`config.mk`:
```
export PLATFORM = sky130hd
export DESIGN_NAME = native_port_arbiter
export DESIGN_NICKNAME = d
export VERILOG_FILES = /design/src/rtl/native_port_arbiter.sv
export SDC_FILE = /design/constraint.sdc
export NUM_CORES = 1
export LEC_CHECK = 0
export ABC_CLOCK_PERIOD_IN_PS = 3800
export BUFFER_PORTS_ARGS = -buffer_cell sky130_fd_sc_hd__buf_2
export CAP_MARGIN = 10
export CORE_AREA = 2 2 592 594
export CTS_CLUSTER_DIAMETER = 40
export DETAILED_ROUTE_END_ITERATION = 10
export DIE_AREA = 0 0 594 596
export GPL_TIMING_DRIVEN = 0
export PLACE_DENSITY = 0.3
export SETUP_SLACK_MARGIN = 0.15
export SLEW_MARGIN = 20
export SYNTH_ARGS = -nofsm -noshare
export SYNTH_HDL_FRONTEND = slang
export SYNTH_SLANG_ARGS = --single-unit
export TNS_END_PERCENT = 10
```
`constraint.sdc`:
```
create_clock -name sys_clk -period 3.8 [get_ports sys_clk]
set_input_delay 0.57 -clock sys_clk [delete_from_list [all_inputs] [get_ports sys_clk]]
set_output_delay 0.57 -clock sys_clk [all_outputs]
set_load 0.1 [all_outputs]
```
`src/rtl/native_port_arbiter.sv`:
```
// Two-to-one arbiter for the controller's native user port: round-robin command grant
// with packet lock, write data steered by a write-owner FIFO, read data by a read-owner FIFO.
module native_port_arbiter #(
  parameter int ADDR_W     = 32,
  parameter int DATA_W     = 256,
  parameter int FIFO_DEPTH = 8
) (
  input  logic                    sys_clk,
  input  logic                    sys_rst,
  input  logic [1:0]              s_cmd_valid,
  output logic [1:0]              s_cmd_ready,
  input  logic [1:0]              s_cmd_last,
  input  logic [1:0]              s_cmd_we,
  input  logic [2*ADDR_W-1:0]     s_cmd_addr,
  input  logic [1:0]              s_wdata_valid,
  output logic [1:0]              s_wdata_ready,
  input  logic [2*DATA_W-1:0]     s_wdata_data,
  input  logic [2*DATA_W/8-1:0]   s_wdata_we,
  output logic [1:0]              s_rdata_valid,
  input  logic [1:0]              s_rdata_ready,
  output logic [DATA_W-1:0]       s_rdata_data,
  output logic                    m_cmd_valid,
  input  logic                    m_cmd_ready,
  output logic                    m_cmd_last,
  output logic                    m_cmd_we,
  output logic [ADDR_W-1:0]       m_cmd_addr,
  output logic                    m_wdata_valid,
  input  logic                    m_wdata_ready,
  output logic [DATA_W-1:0]       m_wdata_data,
  output logic [DATA_W/8-1:0]     m_wdata_we,
  input  logic                    m_rdata_valid,
  output logic                    m_rdata_ready,
  input  logic [DATA_W-1:0]       m_rdata_data
);

  localparam int PW = $clog2(FIFO_DEPTH);
  localparam int MW = DATA_W / 8;

  typedef logic [PW:0] ptr_t;

  localparam ptr_t PTR_ONE  = {{PW{1'b0}}, 1'b1};
  localparam ptr_t PTR_ZERO = {(PW+1){1'b0}};

  function automatic logic fifo_full(input ptr_t wp, input ptr_t rp);
    return (wp[PW] != rp[PW]) && (wp[PW-1:0] == rp[PW-1:0]);
  endfunction

  function automatic logic fifo_empty(input ptr_t wp, input ptr_t rp);
    return wp == rp;
  endfunction

  logic                  lock_r;
  logic                  gnt_r;
  logic                  last_served_r;
  logic [FIFO_DEPTH-1:0] wr_fifo_r;
  logic [FIFO_DEPTH-1:0] rd_fifo_r;
  ptr_t                  wr_wptr_r;
  ptr_t                  wr_rptr_r;
  ptr_t                  rd_wptr_r;
  ptr_t                  rd_rptr_r;

  logic sel_s;
  logic space_s;
  logic cmd_valid_s;
  logic cmd_acc_s;
  logic wr_full_s;
  logic wr_empty_s;
  logic rd_full_s;
  logic rd_empty_s;
  logic wr_push_s;
  logic wr_pop_s;
  logic rd_push_s;
  logic rd_pop_s;
  logic wr_head_s;
  logic rd_head_s;

  assign wr_full_s  = fifo_full(wr_wptr_r, wr_rptr_r);
  assign wr_empty_s = fifo_empty(wr_wptr_r, wr_rptr_r);
  assign rd_full_s  = fifo_full(rd_wptr_r, rd_rptr_r);
  assign rd_empty_s = fifo_empty(rd_wptr_r, rd_rptr_r);
  assign wr_head_s  = wr_fifo_r[wr_rptr_r[PW-1:0]];
  assign rd_head_s  = rd_fifo_r[rd_rptr_r[PW-1:0]];

  // Grant selection: locked owner, else the lone requester, else round-robin.
  always_comb begin
    sel_s = ~last_served_r;
    if (lock_r) begin
      sel_s = gnt_r;
    end else if (s_cmd_valid == 2'b01) begin
      sel_s = 1'b0;
    end else if (s_cmd_valid == 2'b10) begin
      sel_s = 1'b1;
    end else begin
      sel_s = ~last_served_r;
    end
  end

  assign space_s     = s_cmd_we[sel_s] ? !wr_full_s : !rd_full_s;
  assign cmd_valid_s = s_cmd_valid[sel_s] & space_s;
  assign cmd_acc_s   = cmd_valid_s & m_cmd_ready;
  assign wr_push_s   = cmd_acc_s & s_cmd_we[sel_s];
  assign rd_push_s   = cmd_acc_s & ~s_cmd_we[sel_s];

  // Command handshakes are masked while reset is held so both sides look idle.
  assign m_cmd_valid = cmd_valid_s & sys_rst;
  assign m_cmd_last  = s_cmd_last[sel_s];
  assign m_cmd_we    = s_cmd_we[sel_s];
  assign m_cmd_addr  = sel_s ? s_cmd_addr[2*ADDR_W-1:ADDR_W] : s_cmd_addr[ADDR_W-1:0];

  // Only the selected requester ever sees command ready.
  always_comb begin
    s_cmd_ready = 2'b00;
    if (sys_rst) begin
      s_cmd_ready[sel_s] = m_cmd_ready & space_s;
    end else begin
      s_cmd_ready = 2'b00;
    end
  end

  assign m_wdata_valid = !wr_empty_s & s_wdata_valid[wr_head_s];
  assign m_wdata_data  = wr_head_s ? s_wdata_data[2*DATA_W-1:DATA_W] : s_wdata_data[DATA_W-1:0];
  assign m_wdata_we    = wr_head_s ? s_wdata_we[2*MW-1:MW] : s_wdata_we[MW-1:0];
  assign wr_pop_s      = m_wdata_valid & m_wdata_ready;

  // Write-data ready goes only to the owner of the oldest outstanding write.
  always_comb begin
    s_wdata_ready = 2'b00;
    if (!wr_empty_s) begin
      s_wdata_ready[wr_head_s] = m_wdata_ready;
    end else begin
      s_wdata_ready = 2'b00;
    end
  end

  assign m_rdata_ready = !rd_empty_s & s_rdata_ready[rd_head_s];
  assign s_rdata_data  = m_rdata_data;
  assign rd_pop_s      = m_rdata_valid & m_rdata_ready;

  // Read data is routed to the owner of the oldest outstanding read, never when none is pending.
  always_comb begin
    s_rdata_valid = 2'b00;
    if (!rd_empty_s) begin
      s_rdata_valid[rd_head_s] = m_rdata_valid;
    end else begin
      s_rdata_valid = 2'b00;
    end
  end

  // Arbitration state: lock holds a stalled or mid-packet grant; last beat releases it.
  always_ff @(posedge sys_clk or negedge sys_rst) begin
    if (!sys_rst) begin
      lock_r        <= 1'b0;
      gnt_r         <= 1'b0;
      last_served_r <= 1'b1;
    end else if (cmd_valid_s && !m_cmd_ready) begin
      lock_r <= 1'b1;
      gnt_r  <= sel_s;
    end else if (cmd_acc_s && !s_cmd_last[sel_s]) begin
      lock_r <= 1'b1;
      gnt_r  <= sel_s;
    end else if (cmd_acc_s) begin
      lock_r        <= 1'b0;
      last_served_r <= sel_s;
    end else begin
      lock_r        <= lock_r;
      gnt_r         <= gnt_r;
      last_served_r <= last_served_r;
    end
  end

  // Owner FIFOs; a push into a full FIFO cannot happen because space_s already gates it.
  always_ff @(posedge sys_clk or negedge sys_rst) begin
    if (!sys_rst) begin
      wr_fifo_r <= {FIFO_DEPTH{1'b0}};
      rd_fifo_r <= {FIFO_DEPTH{1'b0}};
      wr_wptr_r <= PTR_ZERO;
      wr_rptr_r <= PTR_ZERO;
      rd_wptr_r <= PTR_ZERO;
      rd_rptr_r <= PTR_ZERO;
    end else begin
      if (wr_push_s) begin
        wr_fifo_r[wr_wptr_r[PW-1:0]] <= sel_s;
        wr_wptr_r                    <= wr_wptr_r + PTR_ONE;
      end else begin
        wr_wptr_r <= wr_wptr_r;
      end
      if (wr_pop_s) begin
        wr_rptr_r <= wr_rptr_r + PTR_ONE;
      end else begin
        wr_rptr_r <= wr_rptr_r;
      end
      if (rd_push_s) begin
        rd_fifo_r[rd_wptr_r[PW-1:0]] <= sel_s;
        rd_wptr_r                    <= rd_wptr_r + PTR_ONE;
      end else begin
        rd_wptr_r <= rd_wptr_r;
      end
      if (rd_pop_s) begin
        rd_rptr_r <= rd_rptr_r + PTR_ONE;
      end else begin
        rd_rptr_r <= rd_rptr_r;
      end
    end
  end

endmodule

```
==> results of run 1 <==
==> how the worst max path moves through the flow <==
stage	cells past startpoint	startpoint	slack [ns]	end
3_5_place_dp	8	wr_rptr_r[0]	-1.57	m_wdata_data[236]
2_1_floorplan	7	s_cmd_valid[1]	-0.31	s_cmd_ready[0]
3_3_place_gp	7	wr_rptr_r[0]	-2.15	m_wdata_data[100]
5_1_grt	8	wr_rptr_r[0]	0.02	m_wdata_data[5]
6_report	9	wr_rptr_r[0]	0.11	m_wdata_data[188]
4_1_cts	8	lock_r	0.04	m_cmd_addr[20]
==> metal layers <==
layer	vias to the layer above	GRT usage (%)
met5	-	0.5680
met2	1663	18.94
met4	154	3.864
li1	5393	-
met1	6148	13.05
met3	553	13.20
==> worst max-delay path, stage by stage, from the launching register on <==
cell	delay (ns)
dfrtp_1	0.36
clkbuf_8	0.16
mux4_2	0.53
mux2i_4	0.23
buf_12	0.20
buf_12	0.15
buf_16	0.18
buf_4	0.24
mux2_2	0.18
buf_2	0.52
==> final cells by class <==
type	instances	area, µm²
antenna	135	337.8
buffer	306	2311
clock buffer	8	156.4
fill	41290	326900
inverter	3	11.26
multi-input combinational	521	4751
sequential	35	877.1
tap	4599	5754
timing repair buffer	1248	6664
==> metrics by stage <==
step	hold slack (ns)	util, %	TNS (ns)
6_report	0.4146	5.998	0
5_1_grt	0.4915	5.985	0
4_1_cts	0.4591	5.891	0
3_5_place_dp	0.4847	5.687	-150.58
3_3_place_gp	0.4795	5.685	-298.78
2_1_floorplan	0.2744	-	-0.6129
==> layout by cell type (no fill, tap or decap), types with 3 or more instances in the layout <==
cell type     n
buf_12        3
buf_16        4
buf_2      1144
buf_4       368
buf_6        15
clkbuf_1      7
clkbuf_16     5
clkbuf_2      3
clkbuf_4      7
clkbuf_8      4
dfrtp_1      34
diode_2     135
ha_1          4
mux2_2      306
mux2i_1       4
mux4_2        4
nand2_1     113
nand3_1       3
nand3b_1      4
nand4_1       5
nor2_1       15
nor3_1        4
xnor2_1      16
xor2_1        5
==> what timing repair did <==
item / 4_1_cts / 5_1_grt
endpoints found under the setup margin: 300 / 160
gates cloned: 2 / 0
resized for setup: 152 / 21
setup buffers: 5 / 0
==> cells by family (layout without fill, tap and decap cells) <==
kind of cell,count (synthesis),count (layout),share of synthesized area [%]
AOI/OAI and AO/OA,15,15,1.651
other,0,135,0
muxes,317,317,46.23
and+or+nand+nor,164,164,9.762
DFF,35,35,11.24
buffers and inverters,309,1565,28.13
xor gates and xnor gates,21,21,2.356
adders and majority gates,4,4,0.6412
==> registers in the layout (all words and copies together) (netlist names) <==
register,cells
lock_r,1
rd_wptr_r,4
wr_fifo_r,8
wr_rptr_r,4
wr_wptr_r,4
rd_fifo_r,8
rd_rptr_r,4
last_served_r,1
gnt_r,1
==> metrics.txt, run 1 <==
Clock Tree Buf Depth=2; Post-synth ARST share=100.0%; post-synthesis sequential area ratio=between 10 and 15%; Critical Path End Type=output port; reg-to-reg critical path endpoint=wr_fifo_r[1]; htree depth=2; final number of setup-violating endpoints=0; CTS tree=built; die area=354000 µm²; Critical Path Fanout Max=10; Tmin final=3.692 ns; port bufs=about 1200; Post-synth EDFFs=0; Worst-path clk slew=roughly 0.060 ns; total placed cells including tap cells=6705; Synth top area share=44.14%; Synth Flop Type=dfrtp_1; GR Overflow Total=0; antenna violations before repair=about 310; Clock Skew=0.002436 ns; Critical Path RT=3.23 ns; cts hold-fix bufs=0; Placement Setup Slack=-1.565 ns; most numerous cell in the Yosys netlist=mux2_2; post-route cell area=20860 µm²; cell area after placement=19780 µm²; DPL Wire Length=235700 µm; Seq cells post-synth=35; WL met1=82250 µm; Reg2Reg Setup Slack=about 1.3 ns; Clock Latency Late Sink=0.28 ns; post-route setup slack=0.1079 ns; layout cell share with drive strength beyond 1=between 80% and 90%; WP data arrival=3.12 ns; Distinct cells, synth=49; Pre-antenna DRT Iters=6; Die W=594 µm; starting density of the core=2.244%; Top Layer Used=met5; clk root buf=clkbuf_16; Top Ports=1498; Final ANT Viol Nets=0; Worst-Margin Slew=approximately 0.9 ns; RePlAce Congestion=~1.2; largest net degree at the start of global routing=38; Syn Area/Cell=9.025 µm²; Non-Filler Instances=6855; status=finished clean; CORE AREA=347800 µm²; RSZ-0062 raised after global routing=true; hold crit path type=in -> async; Synthesis Warnings=0; WL/cell=35.67 µm; critical path type=reg -> out; Total Wirelength=244500 µm; top post-synthesis cells by count=mux2_2 (306), buf_4 (266), nand2_1 (113), dfrtp_1 (34), buf_2 (29); Site Rows=approximately 220; Final Max Tran Viols=0; Slew headroom=approximately two fifths; synthesized area=between 7000 and 8000 µm²; largest cells by area after synthesis=mux2_2 (44%), buf_4 (26%), dfrtp_1 (11%); WL met2=~98000 µm; post-route clock period utilization=97.16%; met3 wire length=54210 µm; fin nets=3035; FMAX=about 270 MHz; Area growth, synth to finish=167.3%; RR Startpoint=last_served_r; R2R cell count=7; maxcap violations=0; Iteration-0 DRC Markers=approximately 810; vias=13910; post-synthesis cell count=865; first-pass GRT wire length=270800 µm; Post-Syn Nets=1780; residual DRC count=0; post-synth top area cell=mux2_2; Fin. Hold Viols=0; crit start category=flop; vias in the first global route=about 13000; clk sinks=35; all-layer global routing usage=13.20%; total CTS buffers=5; DR vias/cell=2.029; height of the die=596 µm
Power of run 1 is left out: the tool's default activity adds up to more than one toggle a clock period on the data nets, which glitch-free logic cannot reach.
==> inputs of run 2 (changes only) <==
Settings changed: PLACE_DENSITY 0.3 to default.
==> metrics.txt, run 2 (synthesis gave the netlist of run 1 again) <==
hold crit path type=in -> async; total leakage power=9.857 nW; Worst-path clk slew=0.05 ns; all-layer global routing usage=roughly 17%; slowest CP cell=mux4_2; antenna violations before repair=309; vias=14330; residual DRC count=0; Iteration-0 DRC Markers=921; cts hold-fix bufs=0; PD cells=1812 nW/µm²; Critical Path RT=3.23 ns; Site Rows=217; WP data arrival=3.16 ns; Clock Latency Late Sink=approximately 0.29 ns; starting density of the core=2.244%; Cell Chain, Critical Path=clkbuf_8, mux4_2, mux2i_4, buf_12, buf_16, buf_12, buf_12, buf_2, mux2_2, buf_4; CP peak stage delay=0.52 ns; Final ANT Viol Nets=0; GRT met3 Usage=17.11%; Die W=594 µm; Fin. Hold Viols=0; height of the die=596 µm; Tmin final=approximately 3.7 ns; post-route clock period utilization=between 90% and 100%; first-pass GRT wire length=342200 µm; WL/cell=46.05 µm; fin nets=3057; crit start category=flop; met1 usage=15.00%; DPL Wire Length=304300 µm; DR vias/cell=around 2.1; CP delay by family, top=buffers and inverters; Pre-antenna DRT Iters=5; htree depth=2; Total Wirelength=316100 µm; final number of setup-violating endpoints=0; M2 GR Usage=between 20% and 30%; RePlAce Congestion=1.407; largest net degree at the start of global routing=38; Clock Skew=between 0.003 and 0.004 ns; Top Ports=1498; layout cell share with drive strength beyond 1=between 80 and 90%; clk root buf=clkbuf_16; Non-Filler Instances=6863; Clock Tree Buf Depth=2; Area growth, synth to finish=192.8%; commonest cells after routing, fill and taps aside=buf_2 (990), buf_4 (422), mux2_2 (262), nand2_1 (113), buf_6 (66); CTS tree=built; Slew headroom=44.84%; clk sinks=35; port bufs=roughly 1200; Largest regs=rd_fifo_r x8, wr_fifo_r x8; Critical Path End Type=output port; CORE AREA=between 300000 and 400000 µm²; critical path type=reg -> out; status=finished clean; vias in the first global route=12930; maximum VDD drop=around 0.0010 V; total placed cells including tap cells=6706; worst path bufs/invs=7; Critical Path Fanout Max=10; Final Max Tran Viols=0; Fin Setup TNS=0 ns; maxcap violations=0; FMAX=267.9 MHz; total CTS buffers=5; Fill cells=41010; RSZ-0062 raised after global routing=true; most frequent CP cell=buf_12; Worst-Margin Slew=0.8331 ns; gr busiest metal=met2; die area=354000 µm²; GR Overflow Total=0; commonest non-fill, non-tap cell in the layout=buf_2
run 2: cell types whose count changed in the layout (fill, tap and decap cells not counted), moves of 5 or more:
cell      delta
buf_2      -154
buf_4       +54
buf_6       +51
mux2_2      -44
mux2_4      +44
buf_12      +40
buf_16      +29
diode_2     -14
buf_8        +7
clkbuf_4     -5
run 2: final timing paths:
check                             start               end  slack [ns]  cells past startpoint
setup / recovery           wr_rptr_r[0]  m_wdata_data[87]        0.07                     10
hold / removal                  sys_rst      wr_rptr_r[2]        0.29                      1
setup reg to reg                 lock_r      rd_fifo_r[7]        1.30                      6
hold reg to reg            wr_fifo_r[1]      wr_fifo_r[1]        0.49                      1
max in group asynchronous       sys_rst      rd_fifo_r[6]        3.10                      1
min in group sys_clk       wr_fifo_r[1]      wr_fifo_r[1]        0.49                      1
run 2: worst register-to-register path, cell delays in order, from the launching register on:
cell and delay (ns):
dfrtp_1 0.35, buf_2 0.17, a21boi_0 0.26, o221ai_1 0.35, nor4b_1 0.70, nand3_1 0.26
mux2_2 0.32
run 2: area by class of cell:
type,count,area [µm²],share of cell area (%)
Inverter,3,11.26,0.04926
Timing Repair Buffer,1270,8369,36.61
Sequential cell,35,877.1,3.837
Antenna cell,121,302.8,1.325
Clock buffer,7,132.6,0.5802
Multi-Input combinational cell,521,4916,21.51
Buffer,306,2490,10.89
Tap cell,4599,5754,25.17
Clock inverter,1,5.005,0.02189
run 2: where the power goes:
group	total (mW)	internal, mW	switching (mW)
registers	0.708	0.558	0.150
clock network	0.396	0.242	0.154
logic	40.3	9.14	31.2
total	41.4	9.94	31.5
run 2: routing by layer:
layer	vias to the layer above	part of all wire (%)
met4	80	4.1
met1	6404	31
li1	5416	-
met5	-	0.32
met2	1749	44
met3	678	21
run 2: per-stage QoR:
step	area [µm²]	util, %	power (mW)	setup WS [ns]	hold slack (ns)
6_report	22860	6.572	41.43	0.06752	0.2935
5_1_grt	22740	6.538	42.76	-0.01246	0.3379
4_1_cts	22430	6.450	42.57	-0.006768	0.4902
3_5_place_dp	19810	5.694	37.08	-2.238	0.4781
3_3_place_gp	19770	5.685	36.97	-2.259	0.4669
2_1_floorplan	7806	-	22.54	-0.3065	0.2744
run 2: timing repair:
action                     in CTS  in global routing
resized for setup             608                 14
setup buffers                  19                  3
setup endpoints to repair     297                168
cloned                          5                  1
No activity file was read; power rests on OpenSTA's default activity.
